## src/rtl/bin_avg_pkg.sv

```systemverilog
// bin_avg_pkg: shared mode type and sizing/saturation helpers for the bin averager
package bin_avg_pkg;
  typedef enum logic {MODE_MEAN = 1'b0, MODE_SUM = 1'b1} avg_mode_t;
  function automatic int max_avgs(input int sum_width, input int n);
    return sum_width - n;
  endfunction
  function automatic logic [7:0] clamp_avgs(input logic [7:0] req, input int max_n);
    return (int'(req) > max_n) ? 8'(max_n) : req;
  endfunction
  // clamp a sign-extended accumulator value into a w-bit signed range
  function automatic logic signed [63:0] sat(input logic signed [63:0] v, input int w);
    logic signed [63:0] hi, lo;
    hi = (64'sd1 <<< (w - 1)) - 64'sd1;
    lo = -hi - 64'sd1;
    return (v > hi) ? hi : (v < lo) ? lo : v;
  endfunction
endpackage

```

## src/rtl/bin_accumulator.sv

```systemverilog
// bin_accumulator: one bin lane -- accumulate, final add, then mean-scale or saturate
module bin_accumulator
  import bin_avg_pkg::*;
#(
  parameter int N = 16,
  parameter int N_OUT = 8,
  parameter int SUM_WIDTH = 32
) (
  input  logic                    clk,
  input  logic                    arest_n,
  input  logic                    in_valid,
  input  logic                    last,
  input  logic signed [N-1:0]     din,
  input  logic [7:0]              shift,
  input  avg_mode_t               mode,
  output logic signed [N_OUT-1:0] result
);
  logic signed [SUM_WIDTH-1:0] acc, fin, sum, mean;
  logic signed [63:0] wide, clipped;
  assign sum = acc + SUM_WIDTH'(din);
  assign mean = fin >>> shift;
  assign wide = 64'(fin);
  assign clipped = sat(wide, N_OUT);
  assign result = (mode == MODE_SUM) ? clipped[N_OUT-1:0] : mean[N-1 -: N_OUT];
  always_ff @(posedge clk or negedge arest_n)
    if (!arest_n) begin
      acc <= '0;
      fin <= '0;
    end else if (in_valid) begin
      acc <= last ? '0 : sum;
      if (last) fin <= sum;
    end
endmodule

```

## src/rtl/bin_avg_stream.sv

```systemverilog
// bin_avg_stream: averages BINS parallel signed bins over 2^n frames with a ready/valid result
// register and a sticky overrun flag for results that find the register occupied.
module bin_avg_stream
  import bin_avg_pkg::*;
#(
  parameter int N = 16,
  parameter int N_OUT = 8,
  parameter int SUM_WIDTH = 32,
  parameter int BINS = 4
) (
  input  logic                    clk,
  input  logic                    arest_n,
  input  logic                    in_valid,
  input  logic [BINS*N-1:0]       in_data,
  input  logic [7:0]              n_avgs_in,
  input  logic                    mode_in,
  output logic                    out_valid,
  input  logic                    out_ready,
  output logic [BINS*N_OUT-1:0]   out_data,
  output logic [7:0]              frame_cnt,
  output logic                    overrun,
  input  logic                    clr_overrun
);
  localparam int MAX_AVGS = max_avgs(SUM_WIDTH, N);
  localparam int CW = MAX_AVGS;
  logic [CW-1:0] cnt;
  logic [7:0] n_eff, n_cur, fin_n;
  avg_mode_t mode, mode_cur, fin_mode;
  logic done, last, start, load;
  logic [BINS*N_OUT-1:0] results;
  assign start = in_valid && cnt == '0;
  assign n_cur = start ? clamp_avgs(n_avgs_in, MAX_AVGS) : n_eff;
  assign mode_cur = start ? avg_mode_t'(mode_in) : mode;
  assign last = in_valid && cnt == CW'((64'd1 << n_cur) - 64'd1);
  assign load = done && (!out_valid || out_ready);
  assign frame_cnt = 8'(cnt);
  // block parameters travel with the finished sum so a block starting on the
  // very next edge cannot alter how the previous result is scaled
  always_ff @(posedge clk or negedge arest_n)
    if (!arest_n) begin
      cnt <= '0;
      n_eff <= '0;
      mode <= MODE_MEAN;
      fin_n <= '0;
      fin_mode <= MODE_MEAN;
      done <= 1'b0;
      out_valid <= 1'b0;
      out_data <= '0;
      overrun <= 1'b0;
    end else begin
      if (in_valid) cnt <= last ? '0 : cnt + 1'b1;
      if (start) begin
        n_eff <= n_cur;
        mode <= mode_cur;
      end
      if (last) begin
        fin_n <= n_cur;
        fin_mode <= mode_cur;
      end
      done <= last;
      if (load) begin
        out_data <= results;
        out_valid <= 1'b1;
      end else if (out_ready) out_valid <= 1'b0;
      overrun <= (done && !load) ? 1'b1 : clr_overrun ? 1'b0 : overrun;
    end
  for (genvar b = 0; b < BINS; b++) begin : g_lane
    bin_accumulator #(.N(N), .N_OUT(N_OUT), .SUM_WIDTH(SUM_WIDTH)) u_lane (
      .clk(clk),
      .arest_n(arest_n),
      .in_valid(in_valid),
      .last(last),
      .din(in_data[b*N +: N]),
      .shift(fin_n),
      .mode(fin_mode),
      .result(results[b*N_OUT +: N_OUT])
    );
  end
endmodule

```

## config.mk

```make
export PLATFORM = sky130hd
export DESIGN_NAME = bin_avg_stream
export DESIGN_NICKNAME = d
export VERILOG_FILES = /design/src/rtl/bin_avg_pkg.sv /design/src/rtl/bin_accumulator.sv /design/src/rtl/bin_avg_stream.sv
export SDC_FILE = /design/constraint.sdc
export NUM_CORES = 1
export LEC_CHECK = 0
export CAP_MARGIN = 10
export CORE_UTILIZATION = 55
export DETAILED_ROUTE_END_ITERATION = 10
export PLACE_DENSITY = 0.78
export SLEW_MARGIN = 10
export SYNTH_ARGS = -nofsm -noshare
export SYNTH_HDL_FRONTEND = slang
export SYNTH_HIERARCHICAL = 1
export SYNTH_SLANG_ARGS = --single-unit
```

## constraint.sdc

```tcl
create_clock -name clk -period 10 [get_ports clk]
set_input_delay 2 -clock clk [delete_from_list [all_inputs] [get_ports clk]]
set_output_delay 2 -clock clk [all_outputs]
set_load 0.02 [all_outputs]
```

; ---- Word-level counts from Yosys, hierarchy flattened
; Index checks and enable logic that the tools add are counted.
[classes]
n_reduce_logical = 11
n_lt_le_gt_ge = 9
n_eq_ne = 1
add_sub_neg = 6
shifts = 5
n_mux = 24
[ops]
columns = cell, count
row1 = $add 32x16->32, 4
row2 = $gt 32x8->1 const B, 4
row3 = $lt 32x8->1 const B, 4
row4 = $mux 32, 4
row5 = $sshr 32x8->16, 4
row6 = $mux 8, 14
row7 = $add 16x1->16 const B, 1
row8 = $eq 16x16->1, 1
row9 = $logic_not 16->1, 1
row10 = $mux 16, 1
row11 = $shl 1x8->16 const A, 1
row12 = $sub 16x1->16 const B, 1
row13 = $gt 8x5->1 const B, 1
row14 = $mux 1, 5
row15 = $logic_and 1x1->1, 4
row16 = $reduce_bool 2->1, 2
row17 = $logic_not 1->1, 2
row18 = $reduce_and 2->1, 1
row19 = $logic_or 1x1->1, 1
[word_totals]
register_bits = 325

; ---- Logic depth before layout (Yosys ltp)
[logic_depth]
depth_word = 8
depth_mapped = 21
ltp_nobuf = 16

; ---- Modules after synthesis
; Netlist, hierarchy kept.
[modules_own_cells]
columns = mod, area_per_inst_um2, instances, cells_each
row1 = bin_accumulator, 5320.1, 4, 628
row2 = bin_avg_stream, 4006.3, 1, 401

; ---- Least setup slack after synthesis
; OpenSTA, ideal clock, no wires.
[synth_timing]
kind = input-to-reg
startpoint = input port in_valid
endpoint = register g_lane[0].u_lane.fin[0]
arrival_ns = 7.393
path_buffers = 6
required_ns = 9.875
path_slack_ns = 2.482
cell_stages = 18
path_cell_list = nor4b_1 -> and4_1 -> buf_4 -> buf_4 -> buf_4 -> buf_2 -> a31oi_1 -> ha_1 -> clkbuf_1 -> o21ai_0 -> mux2_2 -> a221oi_1 -> nor2_1 -> xnor2_1 -> nor4b_1 -> nand2_1 -> clkbuf_1 -> mux2_2
[synth_between]
elab_chain_cells = 7
[synth_rtl]
columns = item, line
row1 = start: declaration, bin_avg_stream.sv:13  ; input logic in_valid,
row2 = $logic_and 1x1->1, bin_avg_stream.sv:31  ; assign start = in_valid && cnt == '0;
row3 = $mux 8, bin_avg_stream.sv:32  ; assign n_cur = start ? clamp_avgs(n_avgs_in, MAX_AVGS) : n_eff;
row4 = $shl 1x8->16, bin_avg_stream.sv:34  ; assign last = in_valid && cnt == CW'((64'd1 << n_cur) - 64'd1);
row5 = $sub 16x1->16, bin_avg_stream.sv:34
row6 = $eq 16x16->1, bin_avg_stream.sv:34
row7 = $logic_and 1x1->1 *, bin_avg_stream.sv:34
row8 = net last, bin_avg_stream.sv:29  ; logic done, last, start, load;
row9 = $reduce_and 2->1 (no source line) *, n/a
row10 = end signal: assignment, bin_accumulator.sv:31  ; if (last) fin <= sum;
row11 = end: declaration, bin_accumulator.sv:18  ; logic signed [SUM_WIDTH-1:0] acc, fin, sum, mean;
; Mark *: on every way through the listed nets, which the timed path passes. The rest lies on a longest branch.
; A chain may end at the register's enable or synchronous reset.

; ---- Worst setup path after layout
[layout_timing]
startpoint = input port in_valid
endpoint = register g_lane[0].u_lane.fin[26]
; Same word-level chain as after synthesis.

==> flow_summary_export.csv <==
group,metric,value,unit
outcome,run_status,"completed",
sta,finalSetupTns,0,ps
clock_network,cts_buffers,39,
logic_synthesis,syn_avg_cell_area,8.68,µm²
sta,fin_hold_ws,490,ps
floorplan,ioPinCount,120,
floorplan,fp-row-count,78,
logic_synthesis,synth_nets,3122,
global_route,grt_max_degree,86,
layout,postLayoutCoreUtil,0.616,
clock_network,cts-root-buf,"clkbuf_16",
global_route,grt_util_all_layers,0.287,
sta,grt_setup_unrepaired,"no",
hold_path,hold_path.class,"register to register",
clock_network,ctsHtreeMaxLevel,2,
layout,fillers,3838,
sta,skew,15.3,ps
power_and_ir_drop,peakVddDrop,0.166,mV
placement,place_ws,3020,ps
power_and_ir_drop,pwr-share-seq,0.274,
floorplan,die_h,216,µm
power_and_ir_drop,power_density,238,nW/µm²
routing,drtAntennaViolNets,0,
logic_synthesis,ys_seq_area_frac,0.322,
logic_synthesis,syn_area,25300,µm²
global_route,grt_pass1_wl,111000,µm
logic_synthesis,async_reset_ff_frac,1.00,
job,drv_cap,0,
sta,worst_pin_slew,1230,ps
placement,portBuffers,119,
layout,layout-drive-gt1-share,0.115,
placement,dpl.hpwl,48300,µm
power_and_ir_drop,leakagePower,11.7,nW
critical_path,required,10440,ps
layout,n_antenna_cell,0,
logic_synthesis,yosys_warnings,6,
logic_synthesis,syn-instance-count,2913,
clock_network,insertion_delay,570,ps
logic_synthesis,ys_types,82,
floorplan,die_area,46800,µm²
critical_path,crit_path_max_fanout,35,
clock_network,cts_sinks,325,
global_route,overflow,0,
routing,route.met3.wl,3870,µm
critical_path,critPathCaptureType,"register",
clock_network,cts_tree,"built",
clock_network,cts_setup_buffers,0,
power_and_ir_drop,p_int,3.82,mW
critical_path,start_kind,"input port",
clock_network,clkTransAtPathRegs,50,ps
sta,drv_slew,0,
floorplan,die_x,216,µm
clock_network,cts_buffer_depth,3,
critical_path,worst-endpoint-arrival,6920,ps
layout,syn_to_final_growth,10.5,%
routing,drc,0,
routing,routed_wl,67100,µm
power_and_ir_drop,comb_power_share,0.507,
placement,placedCellCount,3468,
sta,hold_viol,0,
sta,slew_headroom,0.177,
routing,routed.top_layer,"met4",
layout,fin_nets,3118,
routing,wl_per_cell,19.0,µm
layout,stdcell_count,3536,
sta,setup_violations,0,
layout,layout_common_cells,"nand2_1 (342), o21ai_0 (324), dfrtp_1 (320), nor2_1 (171), mux2_2 (160)",
layout,final_common_cell,"nand2_1",
sta,setup_ws,3520,ps
routing,drt_first_pass_iters,6,
clock_network,hold_buffers,0,
power_and_ir_drop,clock_power_share,0.219,
global_route,grt_pass1_vias,21083,
sta,clock.fmax,0.154,GHz
sta,fin_crit,6480,ps
routing,routed_via_density,6.30,
global_route,antenna_found_initial,1,
logic_synthesis,ys_ff_latch,325,
placement,gp_congestion,0.933,
power_and_ir_drop,p_sw,2.83,mW
logic_synthesis,synth-edff-count,0,
routing,wl_met2,30100,µm
clock_network,ctsResizeCount,0,
floorplan,start_util,0.557,
logic_synthesis,ys.flop_type,"dfrtp_1",
routing,route.vias.total,22291,
floorplan,core,45400,µm²
routing,dr.first_iter.drc_count,1727,
power_and_ir_drop,p_sw_frac,0.426,
critical_path,worstSetupPathType,"input port to register",
routing,wl_met1,31600,µm
sta,post-route-period-util,0.648,
[synth_stat cells (13+ instances only)]
master | instances | area, µm²
o21bai_1 | 24 | 180
or2_2 | 13 | 81.3
mux2_2 | 160 | 1800
a21oi_1 | 158 | 791
nor2b_1 | 33 | 206
nor3_1 | 37 | 185
nor4_1 | 40 | 250
dfrtp_1 | 325 | 8130
a22oi_1 | 20 | 150
nor2_1 | 171 | 642
a31oi_1 | 14 | 87.6
o2bb2ai_1 | 100 | 876
o211ai_1 | 58 | 435
o21ai_0 | 324 | 1620
xnor2_1 | 82 | 718
nand2_1 | 342 | 1280
or3_1 | 14 | 87.6
clkbuf_1 | 159 | 597
xor2_1 | 45 | 394
o31ai_1 | 20 | 150
nand2b_1 | 17 | 106
a21o_1 | 68 | 510
a211oi_1 | 29 | 218
inv_1 | 77 | 289
ha_1 | 127 | 1590
o21ai_1 | 16 | 80.1
mux2i_1 | 79 | 791
nand4_1 | 59 | 369
nand3_1 | 52 | 260
[power by group through the flow]
stage / clock [mW] / combinational [mW] / sequential, mW
final: 1.46 / 3.37 / 1.82
after global routing: 1.54 / 3.73 / 1.85
after CTS: 1.48 / 3.34 / 1.82
after detailed placement: 0 / 3.32 / 1.83
after global placement: 0 / 3.23 / 1.83
after floorplan: 0 / 2.60 / 1.74
[cell type report]
cell class / count / area [µm²] / share of cell area
Multi-Input combinational cell: 2322 / 16100 / 0.576
Clock buffer: 48 / 1070 / 0.0384
Tap cell: 600 / 751 / 0.0269
Inverter: 81 / 304 / 0.0109
Timing Repair Buffer: 140 / 1350 / 0.0483
Clock inverter: 20 / 223 / 0.00797
Sequential cell: 325 / 8150 / 0.291
[worst paths after layout]
check / startpoint / to / slack (ps) / cells after the start
hold / removal: g_lane[0].u_lane/acc[12] / g_lane[0].u_lane/acc[12] / 490 / 1
hold reg to reg: g_lane[0].u_lane/acc[12] / g_lane[0].u_lane/acc[12] / 490 / 1
max in group asynchronous: arest_n / g_lane[1].u_lane/acc[12] / 6580 / 3
setup reg to reg: cnt[0] / g_lane[0].u_lane/fin[26] / 4620 / 19
min in group asynchronous: arest_n / g_lane[0].u_lane/acc[23] / 1430 / 1
setup / recovery: in_valid / g_lane[0].u_lane/fin[26] / 3520 / 19
[state kept, by name, indices dropped and copies added, names as in the netlist, 8 cells and up]
name / count
n_eff: 8
out_data: 32
fin_n: 8
g_lane.u_lane/acc: 128
cnt: 16
g_lane.u_lane/fin: 128
[per-stage QoR]
stage / cell area [µm²] / power (mW)
floorplan: 25300 / 4.34
global placement: 26700 / 5.06
detailed placement: 26700 / 5.15
CTS: 27900 / 6.64
global route: 27900 / 7.12
finish: 27900 / 6.65
[per-layer routing]
metal / GRT usage / vias to the layer above
met5: 0 / -
met4: 0.0824 / 0
met3: 0.0368 / 111
met2: 0.449 / 690
met1: 0.416 / 10716
li1: - / 10774
[logic make-up (layout without fill, tap and decap cells)]
logic type	count (synthesis)	count (layout)	share of synthesized area
flops	325	325	0.322
mux	247	247	0.108
compound gates	956	956	0.251
fa+ha+maj	131	131	0.0660
buf+inv	266	289	0.0421
simple gates	861	861	0.167
xor+xnor	127	127	0.0440
[critical path: stages]
cell and delay (ps):
buf_2 80, buf_4 290, nor4b_1 340, nand4_1 130, buf_4 230, and3_1 180
a31oi_1 230, ha_1 410, o31ai_1 220, nand3b_1 230, xnor2_1 160, a311oi_1 240
nand3_1 170, nor4b_2 340, buf_4 290, nand2_1 540, buf_4 440, and2_1 180
a41o_1 190
(Power assumes the default switching activity.)
==> variant 1, RTL diff (same flow settings) <==
`N_OUT` is set to 8 in 2 places; all go to 9.
--- a/src/rtl/bin_accumulator.sv
+++ b/src/rtl/bin_accumulator.sv
@@ -3,7 +3,7 @@
   import bin_avg_pkg::*;
 #(
   parameter int N = 16,
-  parameter int N_OUT = 8,
+  parameter int N_OUT = 9,
   parameter int SUM_WIDTH = 32
 ) (
   input  logic                    clk,
--- a/src/rtl/bin_avg_stream.sv
+++ b/src/rtl/bin_avg_stream.sv
@@ -4,7 +4,7 @@
   import bin_avg_pkg::*;
 #(
   parameter int N = 16,
-  parameter int N_OUT = 8,
+  parameter int N_OUT = 9,
   parameter int SUM_WIDTH = 32,
   parameter int BINS = 4
 ) (
Interface: changed (resized out_data); port bits go from 120 to 124. No check against the original RTL was run, so the function may have changed too.
==> variant 1 against the unedited design <==
  * Sequential cell count grew 4
  * Total power decreased by 2.2%
  * Synthesized area grew 1.8%
  * Worst setup slack got worse by 1200 ps
  * Die area is 1.8% higher
  * Wire length is 1.8% higher
  * Design area increased by 1.0%
  * Largest power group unchanged
==> variant 1: results (changes against the unedited design) <==
status=complete, no violations (unchanged); total CTS buffers=35 (was 39); vias in the first global route=22000 (was 21100); met2 usage in global routing=46.2% (was 44.9%); Synth top cells by count=359 x nand2_1, 329 x dfrtp_1, 280 x o21ai_0 (was 342 x nand2_1, 325 x dfrtp_1, 324 x o21ai_0); Placement Cell Area=27100 µm² (was 26700 µm²); WP data arrival=8040 ps (was 6920 ps); Worst path max stage delay=810 ps (was 540 ps); largest net degree at the start of global routing=142 (was 86); DRT met1 WL=30.6 mm (was 31.6 mm); crit path max-delay cell type=and4_1 (was nand2_1); met3 WL post-DR=3.78 mm (was 3.87 mm); fin cells=3570 (was 3536); met2 routed wirelength=32.0 mm (was 30.1 mm); met3 Use GR=3.17% (was 3.68%); initial antenna violation count=0 (was 1); placed cells=3507 (was 3468); drt via density=6.41 (was 6.30); #FFs+latches synth=329 (was 325); first-pass GRT wire length=112 mm (was 111 mm); latest clock arrival within the worst-skew pair=540 ps (was 570 ps); top cells by area, synth=dfrtp_1 32%, ha_1 6.2%, o21ai_0 5.4% (was dfrtp_1 32%, mux2_2 7.1%, o21ai_0 6.4%); Cell variety after synth=91 (was 82); Mapped Nets=3154 (was 3122); top flop regs=g_lane.u_lane/acc: 128 flops, g_lane.u_lane/fin: 128 flops, out_data: 36 flops (was g_lane.u_lane/acc: 128 flops, g_lane.u_lane/fin: 128 flops, out_data: 32 flops); VDD IR-drop max=0.146 mV (was 0.166 mV); GRT Total Usage=28.4% (was 28.7%); Setup WS pre-CTS=1850 ps (was 3020 ps); Post-Route WL=68.3 mm (was 67.1 mm); layout cells sized above 1=9.66% (was 11.5%); 1st-iter DRT viols=1742 (was 1727); Pre-Repair DR Iteration Count=9 (was 6); leakage=0.0123 µW (was 0.0117 µW); M1 GR Usage=39.3% (was 41.6%); Post-Syn Area per Cell=8.74 µm² (was 8.68 µm²); sequential share of the synthesized area=32.0% (was 32.2%); Nets=3153 (was 3118); Async SR Flop Fraction=100% (unchanged); CP max FO=40 (was 35)
[variant 1: cell types whose count changed in the layout (fill, tap and decap cells not counted), moves of 20 or more]
cell,delta
and3_1,+30
mux2_2,-36
mux2i_1,+20
o211ai_1,-22
o21a_1,+24
o21ai_0,-44
[variant 1: path summary, 6_finish.rpt]
kind	cells after the start	slack (ps)	start	end
worst max-delay path	18	2310	in_valid	g_lane[0].u_lane/acc[2]
worst min-delay path	2	480	g_lane[1].u_lane/fin[6]	g_lane[1].u_lane/fin[6]
worst max register to register	18	3320	cnt[0]	g_lane[0].u_lane/acc[2]
worst min register to register	2	480	g_lane[1].u_lane/fin[6]	g_lane[1].u_lane/fin[6]
max in group asynchronous	2	6970	arest_n	g_lane[1].u_lane/fin[14]
min in group asynchronous	1	1540	arest_n	g_lane[2].u_lane/acc[21]
[variant 1: logic make-up (layout without fill, tap and decap cells)]
logic type | count (synthesis) | in the layout | synth area share (%)
AOI/OAI and AO/OA | 946 | 946 | 24.4
xor gates and xnor gates | 132 | 132 | 4.65
adders and majority gates | 131 | 131 | 6.48
buffers and inverters | 273 | 298 | 4.30
DFF | 329 | 329 | 32.0
muxes | 250 | 250 | 11.5
and+or+nand+nor | 884 | 884 | 16.7
[variant 1: power breakdown]
group          internal (µW)  switching, µW
clock                    721            538
combinational           1370           2010
sequential              1620            250
[variant 1: area by class of cell]
type                            count  share of cell area (%)
Clock inverter                     16                   0.452
Timing Repair Buffer              139                    4.83
Clock buffer                       47                    3.47
Tap cell                          600                    2.66
Sequential cell                   329                    29.2
Inverter                           96                    1.28
Multi-Input combinational cell   2343                    58.1
==> variant 2, RTL diff (same settings) <==
Without the edit above. Register the output `frame_cnt`, with the module's reset; this adds one clock of latency there. The other outputs are not delayed to match.
--- a/src/rtl/bin_avg_stream.sv
+++ b/src/rtl/bin_avg_stream.sv
@@ -33,7 +33,13 @@
   assign mode_cur = start ? avg_mode_t'(mode_in) : mode;
   assign last = in_valid && cnt == CW'((64'd1 << n_cur) - 64'd1);
   assign load = done && (!out_valid || out_ready);
-  assign frame_cnt = 8'(cnt);
+  always_ff @(posedge clk or negedge arest_n) begin
+      if (!arest_n) begin
+          frame_cnt <= '0;
+      end else begin
+          frame_cnt <= 8'(cnt);
+      end
+  end
   // block parameters travel with the finished sum so a block starting on the
   // very next edge cannot alter how the previous result is scaled
   always_ff @(posedge clk or negedge arest_n)
Behaviour: not the same (Yosys sat finds a counterexample within 4 cycles, from zero or initial values).
==> variant 2 against the unedited design <==
  * Sequential cell count up 8
  * Sequential share of layout area grew 0.76 points
  * Final cell count fell by 0.74%
  * Total power is 1.4% higher
  * Design area fell by 0.15%
  * Synthesized area decreased by 0.43%
  * Wire length shrank 3.3%
  * Critical path depth is 4 lower
  * Worst setup slack worse by 290 ps
  * Non-clock buffer count shrank 6
==> variant 2: results (changes against the unedited design) <==
sequential power share=27.8% (was 27.4%); Cell variety after synth=78 (was 82); total CTS buffers=38 (was 39); sequential share of the synthesized area=33.1% (was 32.2%); post-synthesis mux area share=10.4% (was 10.8%); largest net degree at the start of global routing=98 (was 86); status=complete, no violations (unchanged); routability-driven placement congestion ratio=0.915 (was 0.933); CP max FO=42 (was 35); GRT Total Usage=27.7% (was 28.7%); switching part of the total=42.3% (was 42.6%); M1 GR Usage=37.9% (was 41.6%); xor/xnor share of the synthesized area=4.59% (was 4.40%); Power per Cell Area=242 nW/µm² (was 238 nW/µm²); post-synthesis compound-gate area fraction=25.5% (was 25.1%); Comb pwr share=50.5% (was 50.7%); layout cells sized above 1=11.4% (was 11.5%); fin cells=3510 (was 3536); DRT met1 WL=29.3 mm (was 31.6 mm); Fill cells=3817 (was 3838); met2 routed wirelength=30.9 mm (was 30.1 mm); met2 usage in global routing=46.3% (was 44.9%); met3 WL post-DR=3.04 mm (was 3.87 mm); Critical R2R Launch=cnt[12] (was cnt[0]); Worst Tran Pin Value=1190 ps (was 1230 ps); WP data arrival=7130 ps (was 6920 ps); 1st-iter DRT viols=1932 (was 1727); r2r setup slk=4120 ps (was 4620 ps); vias in the first global route=21400 (was 21100); Synth top cells by count=345 x nand2_1, 333 x dfrtp_1, 321 x o21ai_0 (was 342 x nand2_1, 325 x dfrtp_1, 324 x o21ai_0); hold path start=mode (was g_lane[0].u_lane/acc[12]); Top Metal Used=met4 (unchanged); drt via density=6.30 (about the same); Synth Area in Adders=6.63% (was 6.60%); Min-Delay Path Depth=2 (was 1); DP HPWL=47.0 mm (was 48.3 mm); first-pass GRT wire length=108 mm (was 111 mm); Ant. Diodes=0 (unchanged); maximum level of the CTS H-tree=2 (unchanged); top cells by area, synth=dfrtp_1 33%, mux2_2 7.2%, o21ai_0 6.4% (was dfrtp_1 32%, mux2_2 7.1%, o21ai_0 6.4%); Mapped Nets=3087 (was 3122); Layout area overhead=10.8% (was 10.5%); hold endpoint=mode (was g_lane[0].u_lane/acc[12]); Worst setup endpoint=g_lane[0].u_lane/acc[28] (was g_lane[0].u_lane/fin[26]); Cells after Synth=2878 (was 2913); clk_skew=16.1 ps (was 15.3 ps); latest clock arrival within the worst-skew pair=540 ps (was 570 ps); R2R depth=14 (was 19); initial antenna violation count=0 (was 1); WHS=473 ps (was 490 ps); Peak Freq=148 MHz (was 154 MHz); Post-Route WL=64.9 mm (was 67.1 mm); Placement Cell Area=26600 µm² (was 26700 µm²); Setup WS pre-CTS=2760 ps (was 3020 ps); VDD IR-drop max=0.138 mV (was 0.166 mV); leakage=0.0118 µW (was 0.0117 µW)
variant 2: cell count changes in the layout (fill, tap and decap cells not counted), sizes merged, moves of 4 or more:
| cell | before | now |
|---|---|---|
| a21oi | 162 | 167 |
| a31oi | 14 | 18 |
| buf | 23 | 17 |
| dfrtp | 325 | 333 |
| mux2i | 79 | 70 |
| nand2b | 17 | 11 |
| nand3 | 52 | 48 |
| nand4 | 59 | 55 |
| nor2b | 33 | 29 |
| nor3 | 37 | 29 |
| o31ai | 24 | 20 |
| xor2 | 45 | 52 |
variant 2: worst max-delay path, stage by stage:
cell and delay (ps):
buf_2 220, nor4b_2 320, nand4_2 750, nor4_1 500
a21oi_1 80, ha_1 300, xor2_1 240, xnor2_1 150
o211ai_1 110, or4_4 440, nor4_4 280, buf_4 490
inv_1 180, nand2_1 800, o32ai_1 230
variant 2: final cells by class:
class	count	area share, %
clock buffers	47	3.78
clock inverters	21	0.933
inverters	79	1.06
multi-input cells	2296	56.9
flip-flops and latches	333	29.9
well taps	600	2.69
repair buffers	134	4.67
